$ cat src/rtl/serializer_pkg.sv
// Shared types and constants for the word serializer.
// The state encoding is common to the FSM and any debug or monitoring logic.
package serializer_pkg;

  typedef enum logic [2:0] {
    IDLE,
    START,
    DATA,
    PARITY,
    STOP
  } ser_state_t;

  localparam logic IDLE_LEVEL = 1'b1;

  // $clog2 that never collapses to a zero-width vector.
  function automatic int unsigned clog2_min1(input int unsigned n);
    return (n <= 1) ? 1 : $clog2(n);
  endfunction

endpackage

$ cat src/rtl/bit_timer.sv
// Divisor counter for the serializer: counts 0..Divisor-1 while enabled and
// pulses tick on the last count so the caller can advance one bit period.
module bit_timer
  import serializer_pkg::*;
#(
  parameter int unsigned Divisor = 1
) (
  input  logic clk,
  input  logic rst,
  input  logic en,
  output logic tick
);

  localparam int unsigned DivW = clog2_min1(Divisor);

  logic [DivW-1:0] cnt_q;

  assign tick = en && (cnt_q == DivW'(Divisor - 1));

  // Held at zero while idle so every bit period starts from a clean count.
  always_ff @(posedge clk or posedge rst) begin
    if (rst) begin
      cnt_q <= '0;
    end else if (!en || tick) begin
      cnt_q <= '0;
    end else begin
      cnt_q <= cnt_q + DivW'(1);
    end
  end

endmodule

$ cat src/rtl/word_serializer.sv
// Parallel-to-serial transmitter: captures a word over valid/ready and sends
// start, data, even parity and stop bits, each held for Divisor clocks.
module word_serializer
  import serializer_pkg::*;
#(
  parameter int unsigned BitNo    = 7,
  parameter int unsigned Divisor  = 1,
  parameter bit          LsbFirst = 1'b1
) (
  input  logic           Clock,
  input  logic           Reset,
  input  logic [BitNo:0] In,
  input  logic           InValid,
  output logic           InReady,
  output logic           SerOut,
  output logic           Busy
);

  localparam int unsigned NBits = BitNo + 1;
  localparam int unsigned CntW  = clog2_min1(NBits);

  ser_state_t     state_q;
  logic [BitNo:0] shreg_q;
  logic           parity_q;
  logic [CntW-1:0] idx_q;

  logic            tick;
  logic            transfer;
  logic            last_bit;
  logic [CntW-1:0] idx_nxt;
  logic [CntW-1:0] sel_idx;
  logic [CntW-1:0] pos;
  logic            bit_sel;

  assign transfer = InValid && InReady;
  assign last_bit = (idx_q == CntW'(NBits - 1));

  bit_timer #(
    .Divisor(Divisor)
  ) u_bit_timer (
    .clk (Clock),
    .rst (Reset),
    .en  (state_q != IDLE),
    .tick(tick)
  );

  // Level for the bit that the next period will carry: bit 0 when leaving
  // START, otherwise the bit after the current one.
  always_comb begin
    idx_nxt = last_bit ? '0 : idx_q + CntW'(1);
    sel_idx = (state_q == START) ? '0 : idx_nxt;
    pos     = LsbFirst ? sel_idx : CntW'(BitNo) - sel_idx;
    bit_sel = shreg_q[pos];
  end

  // Outputs are computed from the next state so they line up with it.
  always_ff @(posedge Clock or posedge Reset) begin
    if (Reset) begin
      state_q  <= IDLE;
      shreg_q  <= '0;
      parity_q <= 1'b0;
      idx_q    <= '0;
      SerOut   <= IDLE_LEVEL;
      InReady  <= 1'b1;
      Busy     <= 1'b0;
    end else begin
      unique case (state_q)
        IDLE: begin
          if (transfer) begin
            shreg_q  <= In;
            parity_q <= ^In;
            idx_q    <= '0;
            state_q  <= START;
            SerOut   <= ~IDLE_LEVEL;
            InReady  <= 1'b0;
            Busy     <= 1'b1;
          end
        end
        START: begin
          if (tick) begin
            state_q <= DATA;
            SerOut  <= bit_sel;
          end
        end
        DATA: begin
          if (tick) begin
            idx_q <= idx_nxt;
            if (last_bit) begin
              state_q <= PARITY;
              SerOut  <= parity_q;
            end else begin
              SerOut <= bit_sel;
            end
          end
        end
        PARITY: begin
          if (tick) begin
            state_q <= STOP;
            SerOut  <= IDLE_LEVEL;
          end
        end
        STOP: begin
          if (tick) begin
            state_q <= IDLE;
            SerOut  <= IDLE_LEVEL;
            InReady <= 1'b1;
            Busy    <= 1'b0;
          end
        end
        default: begin
          state_q <= IDLE;
          SerOut  <= IDLE_LEVEL;
          InReady <= 1'b1;
          Busy    <= 1'b0;
        end
      endcase
    end
  end

endmodule

$ cat config.mk
export PLATFORM = sky130hd
export DESIGN_NAME = word_serializer
export DESIGN_NICKNAME = d
export VERILOG_FILES = /design/src/rtl/serializer_pkg.sv /design/src/rtl/bit_timer.sv /design/src/rtl/word_serializer.sv
export SDC_FILE = /design/constraint.sdc
export NUM_CORES = 1
export LEC_CHECK = 0
export ABC_AREA = 1
export ABC_CLOCK_PERIOD_IN_PS = 2150
export BUFFER_PORTS_ARGS = -buffer_cell sky130_fd_sc_hd__clkbuf_2
export CORE_MARGIN = 4
export CORE_UTILIZATION = 55
export DETAILED_ROUTE_END_ITERATION = 8
export PLACE_DENSITY = 0.74
export SLEW_MARGIN = 20
export SYNTH_ARGS = -nofsm -noshare
export SYNTH_HDL_FRONTEND = slang
export SYNTH_SLANG_ARGS = --single-unit
export TNS_END_PERCENT = 50
$ cat constraint.sdc
create_clock -name Clock -period 2.15 [get_ports Clock]
set_clock_uncertainty 0.15 [all_clocks]
set_input_delay 0.43 -clock Clock [delete_from_list [all_inputs] [get_ports Clock]]
set_output_delay 0.43 -clock Clock [all_outputs]
set_load 0.02 [all_outputs]
==> results of run 1 <==
-- flip-flops by register name, summed over array words and instances (netlist names) --
name / count
Busy: 1
InReady: 1
SerOut: 1
idx_q: 3
parity_q: 1
shreg_q: 8
state_q: 3
u_bit_timer.cnt_q: 1
-- per-layer routing --
metal / vias up / share of wire (%) / track usage, %
li1: 452 / - / -
met1: 378 / 46 / 23.3
met3: 4 / 3.7 / 3.44
met2: 16 / 49 / 27.3
met4: 0 / 1.4 / 7.86
met5: - / 0 / 0
-- worst max path at each step --
stage | startpoint | end | slack [ps] | depth (start not counted)
5_1_grt | idx_q[0] | SerOut | 10 | 13
4_1_cts | idx_q[0] | SerOut | 220 | 13
3_5_place_dp | idx_q[0] | SerOut | 250 | 13
3_3_place_gp | idx_q[0] | SerOut | 260 | 13
6_report | idx_q[0] | SerOut | 240 | 13
2_1_floorplan | idx_q[0] | SerOut | 360 | 13
-- cells by family after synthesis --
| kind of cell | after synthesis | share of synthesized area (%) |
|---|---|---|
| simple gates | 75 | 31.3 |
| flops | 19 | 45.5 |
| buf+inv | 18 | 6.67 |
| compound gates | 13 | 7.98 |
| xor+xnor | 7 | 5.83 |
| fa+ha+maj | 2 | 2.38 |
| other cells | 1 | 0.357 |
-- critical path, stage by stage, from the launching register on --
cell and delay [ps]:
dfrtp_1 440, ha_1 210, ha_1 250, nor2_4 170, inv_1 70, nor2_1 80
nor2_1 50, nand2_1 50, nand3_1 90, nand3_1 90, nand2_1 50, nand2_1 60
nand2_1 40, nand2_1 60
-- where the power goes --
group | total (W) | internal, W | switching (W)
logic | 0.000951 | 0.000353 | 0.000599
registers | 0.000642 | 0.000533 | 0.000110
clock network | 0.000179 | 0.0000722 | 0.000107
total | 0.00177 | 0.000957 | 0.000816
-- area by class of cell --
class / instances / area share, %
multi-input combinational: 98 / 42.9
timing repair buffer: 14 / 6.20
tap: 25 / 2.67
sequential: 19 / 40.8
clock buffer: 4 / 2.24
inverter: 16 / 5.13
-- stage by stage --
step / cell area, um^2 / power [W]
after floorplan: 1050 / 0.00141
after global placement: 1140 / 0.00158
after detailed placement: 1140 / 0.00160
after CTS: 1170 / 0.00178
after global routing: 1170 / 0.00199
final: 1170 / 0.00177
-- layout by cell type (no fill, tap or decap), drive strengths merged --
cell type / count
nand3: 14
xor2: 2
nor2: 17
ha: 2
inv: 16
buf: 1
xnor2: 5
dfstp: 2
conb: 1
dfrtp: 17
clkbuf: 17
nand2: 44
a21oi: 3
o21ai: 10
==> flow_summary.json, run 1 <==
{
  "die-area_um2": 2670,
  "crit_type": "reg -> reg",
  "drt-total-wl_um": 1790,
  "async_reset_ff_share_pct": 100,
  "h-tree-depth": 1,
  "drc": 0,
  "startpoint_type": "flop",
  "pre_cts_ws_ps": 252,
  "cts_resized": 0,
  "critPathMaxFanout": 6,
  "instances_no_fill": 176,
  "r2r-start": "idx_q[0]",
  "required_ps": 2250,
  "nFillCells": 174,
  "synth_edf_count": 0,
  "maxSlewHeadroom_pct": 53.1,
  "portBuffers": 13,
  "synth_area_leader_cell": "dfrtp_1",
  "max_freq_mhz": 524,
  "grt_usage_pct": 17.5,
  "io_pins": 14,
  "powerDensity_nw_per_um2": 1510,
  "yosysWarningCount": 0,
  "hold_viol": 0,
  "status": "finished clean",
  "synth.area.top_cells": "dfrtp_1 40%, nand2_1 15%, nand3_1 6.2%",
  "syn_nets": 148,
  "vias": 850,
  "multi_input_area_um2": 503,
  "r2r_cells": 13,
  "drtIter0Drc": 12,
  "initial_core_util_pct": 59.6,
  "netlist_area_um2": 1050,
  "hpwl_um": 1410,
  "core_um2": 1760,
  "syn2layout_area_growth_pct": 11.4,
  "cp-end-kind": "flop",
  "grt_pass1_wl_um": 3460,
  "postCtsHoldBufs": 0,
  "fin_ws_ps": 241,
  "cts_tree": "yes",
  "layout_min_cycle_time_ps": 1910,
  "fin_crit_sh_pct": 88.8,
  "arrival_ps": 2000,
  "die_h_um": 51.7,
  "antenna_cells": 0,
  "root_buffer": "clkbuf_4",
  "synthDistinctLibCells": 21,
  "grt_pass1_vias": 848,
  "fin_nets": 165,
  "postLayoutCoreUtil_pct": 66.4,
  "synth.most_common_cell": "nand2_1",
  "gp_congestion": 0.917,
  "wl_per_cell_um": 10.2,
  "dp.cells": 172,
  "setup_viol": 0,
  "path_clk_slew_ps": 100,
  "overflow": 0,
  "synthTopCellsByCount": "43 x nand2_1, 17 x dfrtp_1, 15 x nor2_1, 13 x inv_1, 13 x nand3_1",
  "netlist_instances": 135,
  "ff_latch_area_um2": 478,
  "postRouteAntennaNets": 0,
  "min_path_type": "in -> async",
  "r2r_slack_ps": 240,
  "cts_max_path_buffers": 2,
  "drive_gt1_share_pct": 19.2,
  "syn_area_per_cell_um2": 7.79,
  "grt_setup_unrepaired": "no",
  "postCtsSetupBuffers": 0,
  "synth_flop_cell": "dfrtp_1",
  "synth_seq_area_share_pct": 45.5,
  "leakagePower_nw": 0.618,
  "cap_violations": 0,
  "antenna_found_initial": 0,
  "peakVddDrop_mv": 0.819,
  "clock-sinks": 19,
  "rows": 15,
  "viasPerCell": 4.83,
  "yosysTopAreaCellShare_pct": 40.5,
  "r2r-end": "SerOut",
  "die_x_um": 51.7,
  "ys_ff_latch": 19,
  "tightest_slew_ps": 703,
  "numCtsBuffers": 3,
  "fin_hold_ws_ps": 63.1,
  "clk_latency_ps": 290,
  "slew_viol_final": 0,
  "setup-tns-final_ps": 0,
  "grt_max_degree": 20,
  "drt-pass1-iter-count": 4
}
No activity file was read; power rests on OpenSTA's default activity.
==> run 2, diff against run 1 <==
--- a/config.mk
+++ b/config.mk
@@ -8,8 +8,8 @@
 export ABC_AREA = 1
-export ABC_CLOCK_PERIOD_IN_PS = 2150
+export ABC_CLOCK_PERIOD_IN_PS = 2450
 export BUFFER_PORTS_ARGS = -buffer_cell sky130_fd_sc_hd__clkbuf_2
-export CORE_MARGIN = 4
-export CORE_UTILIZATION = 55
+export CORE_MARGIN = 8
+export CORE_UTILIZATION = 59
 export DETAILED_ROUTE_END_ITERATION = 8
-export PLACE_DENSITY = 0.74
+export PLACE_DENSITY = 0.78
 export SLEW_MARGIN = 20
==> constraint.sdc (replaced) <==
create_clock -name Clock -period 2.45 [get_ports Clock]
set_clock_uncertainty 0.15 [all_clocks]
set_input_delay 0.49 -clock Clock [delete_from_list [all_inputs] [get_ports Clock]]
set_output_delay 0.49 -clock Clock [all_outputs]
set_load 0.1 [all_outputs]
==> flow_summary.json, run 2 (synthesis results as in run 1) <==
{
  "status": "finished clean",
  "cts_tree": "yes",
  "grt_max_degree": 20,
  "drt-total-wl_um": 2010,
  "min_path_type": "in -> async",
  "grt_pass1_wl_um": 3550,
  "drc": 0,
  "wl_per_cell_um": 11.4,
  "cpMostUsedCell": "nand2_1",
  "path_clk_slew_ps": 110,
  "grt_usage_pct": 13.4,
  "fin_crit_sh_pct": 80.7,
  "multi_input_area_um2": 503,
  "tightest_slew_ps": 697,
  "slowest_stage": "dfrtp_1",
  "viasPerCell": 4.93,
  "crit_type": "reg -> reg",
  "drtIter0Drc": 22,
  "arrival_ps": 2080,
  "postRouteAntennaNets": 0,
  "cts_resized": 0,
  "numCtsBuffers": 3,
  "powerDensity_nw_per_um2": 1470,
  "leakagePower_nw": 0.619,
  "portBuffers": 13,
  "fin_hold_ws_ps": 105,
  "gp_congestion": 0.876,
  "fin_ws_ps": 473,
  "postCtsHoldBufs": 0,
  "antenna_cells": 0,
  "final_cell_mix": "43 x nand2_1, 17 x dfrtp_1, 15 x nor2_1",
  "setup-tns-final_ps": 0,
  "postCtsSetupBuffers": 0,
  "regMostFlops": "shreg_q",
  "h-tree-depth": 1,
  "instances_no_fill": 176,
  "fin_nets": 165,
  "hold_viol": 0,
  "largest_register_ffs": 8,
  "core_um2": 1710,
  "drt-pass1-iter-count": 4,
  "path_cells": "ha_1, ha_1, nor2_4, inv_1, nor2_1, nor2_1, nand2_1, nand3_1, nand3_1, nand2_1, nand2_1, nand2_1, nand2_1",
  "largestRegisters": "shreg_q: 8 flops, idx_q: 3 flops, state_q: 3 flops",
  "root_buffer": "clkbuf_4",
  "die_x_um": 58.2,
  "grt_pass1_vias": 848,
  "vias": 867,
  "overflow": 0,
  "rows": 15,
  "drive_gt1_share_pct": 19.2,
  "grt_setup_unrepaired": "no",
  "startpoint_type": "flop",
  "crit_buf_inv": 1,
  "cts_max_path_buffers": 2,
  "syn2layout_area_growth_pct": 11.4,
  "io_pins": 14,
  "clk_latency_ps": 300,
  "layout_min_cycle_time_ps": 1980,
  "ff_latch_area_um2": 478,
  "peakVddDrop_mv": 0.920,
  "required_ps": 2550,
  "critPathMaxFanout": 6,
  "setup_viol": 0,
  "die_h_um": 58.2,
  "hpwl_um": 1540,
  "slew_viol_final": 0,
  "final_common_cell": "nand2_1",
  "dp.cells": 172,
  "cp-end-kind": "flop",
  "cpLargestDelayFamily": "simple AND/OR/NAND/NOR gates",
  "clock-sinks": 19,
  "die-area_um2": 3390,
  "slowest_delay_ps": 430,
  "cap_violations": 0,
  "initial_core_util_pct": 61.5,
  "max_freq_mhz": 506,
  "pre_cts_ws_ps": 523,
  "nFillCells": 154,
  "antenna_found_initial": 0,
  "maxSlewHeadroom_pct": 53.5
}
## run 2: cell counts in the layout (fill, tap and decap cells not counted)
No cell type changed its count.
## run 2: path summary, 6_finish.rpt
| check | startpoint | end | cells after the start | slack [ps] |
|---|---|---|---|---|
| setup reg to reg | idx_q[0] | SerOut | 13 | 470 |
| min in group Clock | In[0] | shreg_q[0] | 3 | 260 |
| max in group asynchronous | Reset | state_q[0] | 2 | 1600 |
| setup / recovery | idx_q[0] | SerOut | 13 | 470 |
| hold / removal | Reset | shreg_q[3] | 2 | 110 |
| hold reg to reg | SerOut | SerOut | 2 | 320 |
## run 2: layer usage
layer,up-vias,track usage [%],wire (um)
li1,452,-,-
met1,387,15.9,895
met2,23,22.1,973
met3,5,2.43,91
met4,0,7.34,48
met5,-,0,0
## run 2: where the power goes
part           switching [W]  internal (W)  leakage, nW
registers          0.0000990      0.000468        0.233
clock network      0.0000970     0.0000635       0.0150
logic               0.000684      0.000306        0.370
## run 2: area by class of cell
cell class | instances | share of cell area [%]
Multi-Input combinational cell | 98 | 42.9
Sequential cell | 19 | 40.8
Timing Repair Buffer | 14 | 6.20
Inverter | 16 | 5.13
Tap cell | 25 | 2.67
Clock buffer | 4 | 2.24
## run 2: metrics by stage
stage	util, %	instance area, um^2	power [W]
after detailed placement	67.0	1140	0.00156
after CTS	68.6	1170	0.00173
after floorplan	-	1050	0.00138
final	68.6	1170	0.00172
after global placement	67.0	1140	0.00152
after global routing	68.6	1170	0.00187
